$ cat src/rtl/spi_reg_ctrl.sv
// spi_reg_ctrl
// Register-file controller sitting behind the SPI slave byte engine. It turns
// completed bytes into a command/address/data protocol that writes a bank of
// NUM_REGS 8-bit registers. It also presents a read-back byte to the engine
// for the next transaction, and counts transactions aborted mid-byte.
//
// Ports
//   clk        master clock (shared with the SPI engine)
//   rst        asynchronous active-high reset
//   spi_csb    raw SPI chip select, active low, asynchronous to clk
//   rdy        engine byte-ready: high when idle or at byte end, low while shifting
//   rd_data    last completed received byte
//   wr_data    byte the engine shifts out at the next transaction start
//   xfer_len   transfer length for the engine, fixed at 8
//   status_in  status byte returned when STATUS_ADDR is read
//   reg_out    flattened register bank, reg n at bits [8n+7:8n]
//   wr_strobe  one-clk pulse per data byte written (including ignored addresses)
//   wr_addr    address of the current/last write
//   err_cnt    saturating count of aborted transactions
module spi_reg_ctrl #(
  parameter int         NUM_REGS    = 16,
  parameter logic [6:0] STATUS_ADDR = 7'h7F
) (
  input  logic                  clk,
  input  logic                  rst,
  input  logic                  spi_csb,
  input  logic                  rdy,
  input  logic [7:0]            rd_data,
  output logic [7:0]            wr_data,
  output logic [3:0]            xfer_len,
  input  logic [7:0]            status_in,
  output logic [8*NUM_REGS-1:0] reg_out,
  output logic                  wr_strobe,
  output logic [6:0]            wr_addr,
  output logic [7:0]            err_cnt
);

  typedef enum logic [1:0] {
    IDLE,
    CMD,
    WDATA,
    RSKIP
  } state_e;

  logic [1:0] csb_sync_q;
  logic [1:0] sync_vld_q;
  logic       csb_s_d_q;
  logic       rdy_d_q;
  logic       armed_q;

  state_e     state_q;
  logic [6:0] waddr_q;
  logic [6:0] rd_ptr_q;
  logic [6:0] wr_addr_q;
  logic [7:0] wr_data_q;
  logic [7:0] err_cnt_q;
  logic       wr_strobe_q;
  logic [7:0] regs_q [NUM_REGS];

  logic       csb_s;
  logic       byte_evt;
  logic       csb_rise;
  logic       csb_fall;
  logic [7:0] wr_data_d;

  assign csb_s    = csb_sync_q[1];
  assign byte_evt = rdy & ~rdy_d_q & ~csb_s;
  assign csb_rise = csb_s & ~csb_s_d_q;
  assign csb_fall = ~csb_s & csb_s_d_q;

  // Chip-select synchroniser and edge history. The synchroniser resets to
  // "deselected", so if the host keeps csb low across a reset, the output
  // would show a fake falling edge once real samples arrive. sync_vld_q marks
  // when the pipeline holds genuine samples. armed_q is set only after a
  // genuine deselected level has been seen, so a transaction interrupted by
  // reset stays ignored until the host starts a fresh one.
  always_ff @(posedge clk or posedge rst) begin
    if (rst) begin
      csb_sync_q <= 2'b11;
      sync_vld_q <= 2'b00;
      csb_s_d_q  <= 1'b1;
      rdy_d_q    <= 1'b1;
      armed_q    <= 1'b0;
    end else begin
      csb_sync_q <= {csb_sync_q[0], spi_csb};
      sync_vld_q <= {sync_vld_q[0], 1'b1};
      csb_s_d_q  <= csb_s;
      rdy_d_q    <= rdy;
      if (sync_vld_q[1] && csb_s) begin
        armed_q <= 1'b1;
      end
    end
  end

  // Read-back selection. In-range register addresses take precedence, then
  // the status address, and anything else reads as zero.
  always_comb begin
    wr_data_d = 8'h00;
    if (rd_ptr_q == STATUS_ADDR) begin
      wr_data_d = status_in;
    end
    for (int i = 0; i < NUM_REGS; i++) begin
      if (rd_ptr_q == 7'(i)) begin
        wr_data_d = regs_q[i];
      end
    end
  end

  // Protocol FSM with its registered outputs. Chip-select release always
  // returns to IDLE. If a byte was mid-shift at that moment (rdy low), the
  // transaction counts as aborted. wr_data only follows the read mux while
  // idle, because the engine latches it while deselected.
  always_ff @(posedge clk or posedge rst) begin
    if (rst) begin
      state_q     <= IDLE;
      waddr_q     <= 7'd0;
      rd_ptr_q    <= 7'd0;
      wr_addr_q   <= 7'd0;
      wr_data_q   <= 8'h00;
      err_cnt_q   <= 8'h00;
      wr_strobe_q <= 1'b0;
      for (int i = 0; i < NUM_REGS; i++) begin
        regs_q[i] <= 8'h00;
      end
    end else begin
      wr_strobe_q <= 1'b0;
      if (state_q == IDLE) begin
        wr_data_q <= wr_data_d;
      end
      if (csb_rise) begin
        state_q <= IDLE;
        if (!rdy_d_q && err_cnt_q != 8'hFF) begin
          err_cnt_q <= err_cnt_q + 8'd1;
        end
      end else begin
        case (state_q)
          IDLE: begin
            if (csb_fall && armed_q) begin
              state_q <= CMD;
            end
          end
          CMD: begin
            if (byte_evt) begin
              if (rd_data[7]) begin
                waddr_q <= rd_data[6:0];
                state_q <= WDATA;
              end else begin
                rd_ptr_q <= rd_data[6:0];
                state_q  <= RSKIP;
              end
            end
          end
          WDATA: begin
            // Every data byte strobes, even when its address maps to no
            // register. The address auto-increments with 7-bit wrap.
            if (byte_evt) begin
              for (int i = 0; i < NUM_REGS; i++) begin
                if (waddr_q == 7'(i) && waddr_q != STATUS_ADDR) begin
                  regs_q[i] <= rd_data;
                end
              end
              wr_strobe_q <= 1'b1;
              wr_addr_q   <= waddr_q;
              waddr_q     <= waddr_q + 7'd1;
            end
          end
          RSKIP: begin
            state_q <= RSKIP;
          end
          default: begin
            state_q <= IDLE;
          end
        endcase
      end
    end
  end

  for (genvar g = 0; g < NUM_REGS; g++) begin : g_reg_out
    assign reg_out[8*g +: 8] = regs_q[g];
  end

  assign wr_data   = wr_data_q;
  assign xfer_len  = 4'd8;
  assign wr_strobe = wr_strobe_q;
  assign wr_addr   = wr_addr_q;
  assign err_cnt   = err_cnt_q;

endmodule

$ cat config.mk
export PLATFORM = sky130hd
export DESIGN_NAME = spi_reg_ctrl
export DESIGN_NICKNAME = d
export VERILOG_FILES = /design/src/rtl/spi_reg_ctrl.sv
export SDC_FILE = /design/constraint.sdc
export NUM_CORES = 1
export LEC_CHECK = 0
export BUFFER_PORTS_ARGS = -buffer_cell sky130_fd_sc_hd__buf_2
export CORE_MARGIN = 2
export CORE_UTILIZATION = 60
export DETAILED_ROUTE_END_ITERATION = 16
export PLACE_DENSITY = 0.88
export SYNTH_ARGS = -nofsm -noshare
export SYNTH_HDL_FRONTEND = slang
export SYNTH_SLANG_ARGS = --single-unit
$ cat constraint.sdc
create_clock -name clk -period 10.4 [get_ports clk]
set_clock_uncertainty 0.15 [all_clocks]
set_input_delay 0.52 -clock clk [delete_from_list [all_inputs] [get_ports clk]]
set_output_delay 0.52 -clock clk [all_outputs]
set_load 0.01 [all_outputs]
==> results.sh <==
export IMPL_postPlaceCellArea_sq_um=9594
export IMPL_synth_compound_gate_area_share_pct=12.02
export IMPL_die_w_um=124.1
export IMPL_worstSetupEndpointType="register"
export IMPL_critPathMostFrequentCell="nand2_1"
export IMPL_path_cells="inv_1 -> ha_1 -> nor4bb_2 -> nand2_1 -> nor3_2 -> nand2_1 -> mux2_1"
export IMPL_crit_slowest_cell="nor4bb_2"
export IMPL_post_drt_via_cell_ratio=6.709
export IMPL_hp_class="input pin to register"
export IMPL_ys_warn_count=0
export IMPL_synth_top_family_by_area="multiplexers"
export IMPL_critical_path_max_stage_delay_ns=0.94
export IMPL_ys_types=77
export IMPL_grt_antenna_before_repair=0
export IMPL_place_congestion=0.9623
export IMPL_std_cell_rows=43
export IMPL_gr_usage_all_layers_pct=36.05
export IMPL_grt_first_pass_wirelength_mm=40.43
export IMPL_yosys_mux_area_fraction_pct=22.33
export IMPL_yosys_area_share_simple_pct=9.832
export IMPL_peak_supply_drop_v=0.0001373
export IMPL_synth_enable_flop_cells=0
export IMPL_highest_signal_layer="met4"
export IMPL_design_portCount=176
export IMPL_static_leakage_power_nw=5.381
export IMPL_mostFrequentLayoutCell="buf_2"
export IMPL_post_drt_wl_per_cell_um=24.87
export IMPL_detailedRoute_firstPassIterationCount=8
export IMPL_outcome="finished clean"
export IMPL_cts_resized_gates=0
export IMPL_clock_path_buffers=2
export IMPL_initial_utilization_pct=61.86
export IMPL_num_fill_cells=971
export IMPL_final_hold_worst_slack_ns=0.03096
export IMPL_synth_seq_area_share_pct=50.67
export IMPL_syn_avg_cell_area_sq_um=11.77
export IMPL_detail_placement_hpwl_mm=18.49
export IMPL_layout_common_cells="buf_2, dfrtp_1, mux2_1, nand2_1, a21oi_1"
export IMPL_timing_final_crit_share_pct=37.97
export IMPL_required_ns=10.56
export IMPL_worst_setup_hold_path_clk_slew_ns=0.06
export IMPL_critical_path_max_fanout=19
export IMPL_finalWorstPathRequiredPeriod_ns=3.948
export IMPL_worst_setup_path_start_kind="register"
export IMPL_final_hold_violation_count=0
export IMPL_die_y_um=124.1
export IMPL_htree_num_levels=4
export IMPL_syn_inst=735
export IMPL_grt_setup_unrepaired="false"
export IMPL_placed_cells=1043
export IMPL_worstSkewPairLatency_ns=0.43
export IMPL_arrival_ns=4.11
export IMPL_number_of_clock_sinks=175
export IMPL_met1Wirelength_mm=10.64
export IMPL_die_area_sq_um=15400
export IMPL_tritoncts="yes"
export IMPL_antennaDiodeCount=0
export IMPL_slew_viol_final=0
export IMPL_postSynth_asyncResetShare_pct=100.0
export IMPL_post_synthesis_cell_area_sq_um=8653
export IMPL_layout_cell_area_non_filler_sq_um=10220
export IMPL_area_of_the_multi_input_gates_sq_um=4028
export IMPL_max_slew_margin_pct=17.01
export IMPL_criticalPathCategory="register to register"
export IMPL_finalSetupTns_ns=0
export IMPL_met2_length_mm=12.38
export IMPL_detail_route_drc_violations=0
export IMPL_setup_viol=0
export IMPL_yosys_most_used_dff="dfrtp_1"
export IMPL_cts_hold_buf=0
export IMPL_cts_setup_buffers=0
export IMPL_seqCellArea_sq_um=4387
export IMPL_routed_wirelength_mm=26.73
export IMPL_cts_inserted_buffers=17
export IMPL_synth_adder_area_share_pct=1.301
export IMPL_finalNetCount=911
export IMPL_synth_xor_xnor_area_share_pct=0.7085
export IMPL_gr_total_overflow=0
export IMPL_finalNonFillerCells=1075
export IMPL_drt_initial_drc_count=839
export IMPL_cellPowerDensity_nw_per_um2=225.1
export IMPL_grt_start_max_net_pins=107
export IMPL_layout_area_overhead_vs_synth_pct=18.10
export IMPL_max_freq_ghz=0.2533
export IMPL_via_count_of_the_first_global_routing_pass=6895
export IMPL_final_layout_size_suffix_gt1_share_pct=27.93
export IMPL_max_slew_worst_pin_slew_ns=1.213
export IMPL_timing_max_cap_violations=0
export IMPL_clk_root_buffer_cell="clkbuf_16"
export IMPL_portBuffers=171
export IMPL_ys_ff_latch=175
export IMPL_core_region_area_sq_um=13990
export IMPL_final_antenna_net_count=0
export IMPL_route_met3_wl_mm=2.785
export IMPL_via_count=7212
-- through the flow --
stage	worst slack (ns)	power, mW	util [%]
floorplan	4.991	1.357	-
detailed placement	6.497	1.592	68.59
global route	6.183	2.389	73.06
CTS	6.487	2.277	73.06
global placement	6.690	1.584	68.59
finish	6.452	2.300	73.06
-- synth_stat cells, types with 5 or more instances --
library cell	count	share of area, %
buf_2	5	0.29
nand2_1	42	1.8
nand4_1	5	0.36
dfrtp_1	171	49
a211oi_1	5	0.43
buf_1	9	0.39
ha_1	9	1.3
nand3b_1	5	0.43
clkbuf_1	34	1.5
mux2_2	28	3.6
o21ai_1	6	0.35
o21ai_0	25	1.4
mux2_1	120	16
and3b_1	8	0.81
o22ai_1	12	0.87
nor2b_1	12	0.87
nor2_1	20	0.87
nand3_1	15	0.87
inv_1	12	0.52
a22oi_1	8	0.69
o22a_1	6	0.61
mux2i_1	22	2.5
nand2b_1	7	0.51
a31oi_1	6	0.43
a21oi_1	31	1.8
a221oi_1	5	0.51
nor3_1	8	0.46
-- per-layer routing --
metal,GRT usage (%),vias up
li1,-,3007
met1,50.87,3590
met2,55.74,525
met3,6.868,90
met4,13.62,0
met5,0,-
-- cell families (layout without fill, tap and decap cells) --
| group | after synthesis | after routing |
|---|---|---|
| AOI/OAI and AO/OA | 152 | 152 |
| xor gates and xnor gates | 7 | 7 |
| adders and majority gates | 9 | 9 |
| buffers and inverters | 65 | 222 |
| DFF | 175 | 175 |
| muxes | 172 | 172 |
| other | 2 | 5 |
| and+or+nand+nor | 153 | 153 |
-- worst max-delay path, delay by kind of cell, from the launching register on --
family / cells / cell delay, ns
mux: 1 / 0.46
buf+inv: 1 / 0.12
fa+ha+maj: 1 / 0.59
flops: 1 / 0.40
simple gates: 4 / 2.09
-- path summary, 6_finish.rpt --
check                                             start                      end  slack (ns)  cells after the start
worst max-delay path             state_q[0]$_DFFE_PP0P_  reg_out[24]$_DFFE_PP0P_        6.45                      7
worst min-delay path                            spi_csb  csb_sync_q[0]$_DFF_PP1_        0.03                      1
worst max register to register   state_q[0]$_DFFE_PP0P_  reg_out[24]$_DFFE_PP0P_        6.45                      7
worst min register to register  csb_sync_q[0]$_DFF_PP1_  csb_sync_q[1]$_DFF_PP1_        0.21                      0
max in group asynchronous                           rst  rd_ptr_q[0]$_DFFE_PP0P_        8.53                      3
min in group asynchronous                           rst  sync_vld_q[1]$_DFF_PP0_        0.14                      2
-- layout make-up --
| type | count | area share, % |
|---|---|---|
| Tap cell | 180 | 2.204 |
| Sequential cell | 175 | 42.92 |
| Multi-Input combinational cell | 498 | 39.41 |
| Clock inverter | 8 | 1.506 |
| Inverter | 13 | 0.5264 |
| Clock buffer | 24 | 4.616 |
| Timing Repair Buffer | 177 | 8.815 |
-- power by group --
part           internal [mW]  total (mW)  switching (mW)  leakage, nW
Sequential             0.755       0.881           0.125         2.36
Clock                  0.417       0.682           0.265        0.299
Combinational          0.276       0.737           0.462         2.72
Total                   1.45        2.30           0.853         5.38
-- flip-flops by register name (all words and copies together), names as in the netlist, 7 cells and up --
signal,cells
wr_addr,7
rd_ptr_q,7
err_cnt,8
reg_out,128
waddr_q,7
wr_data,8
Power figures use the tool's default switching activity.
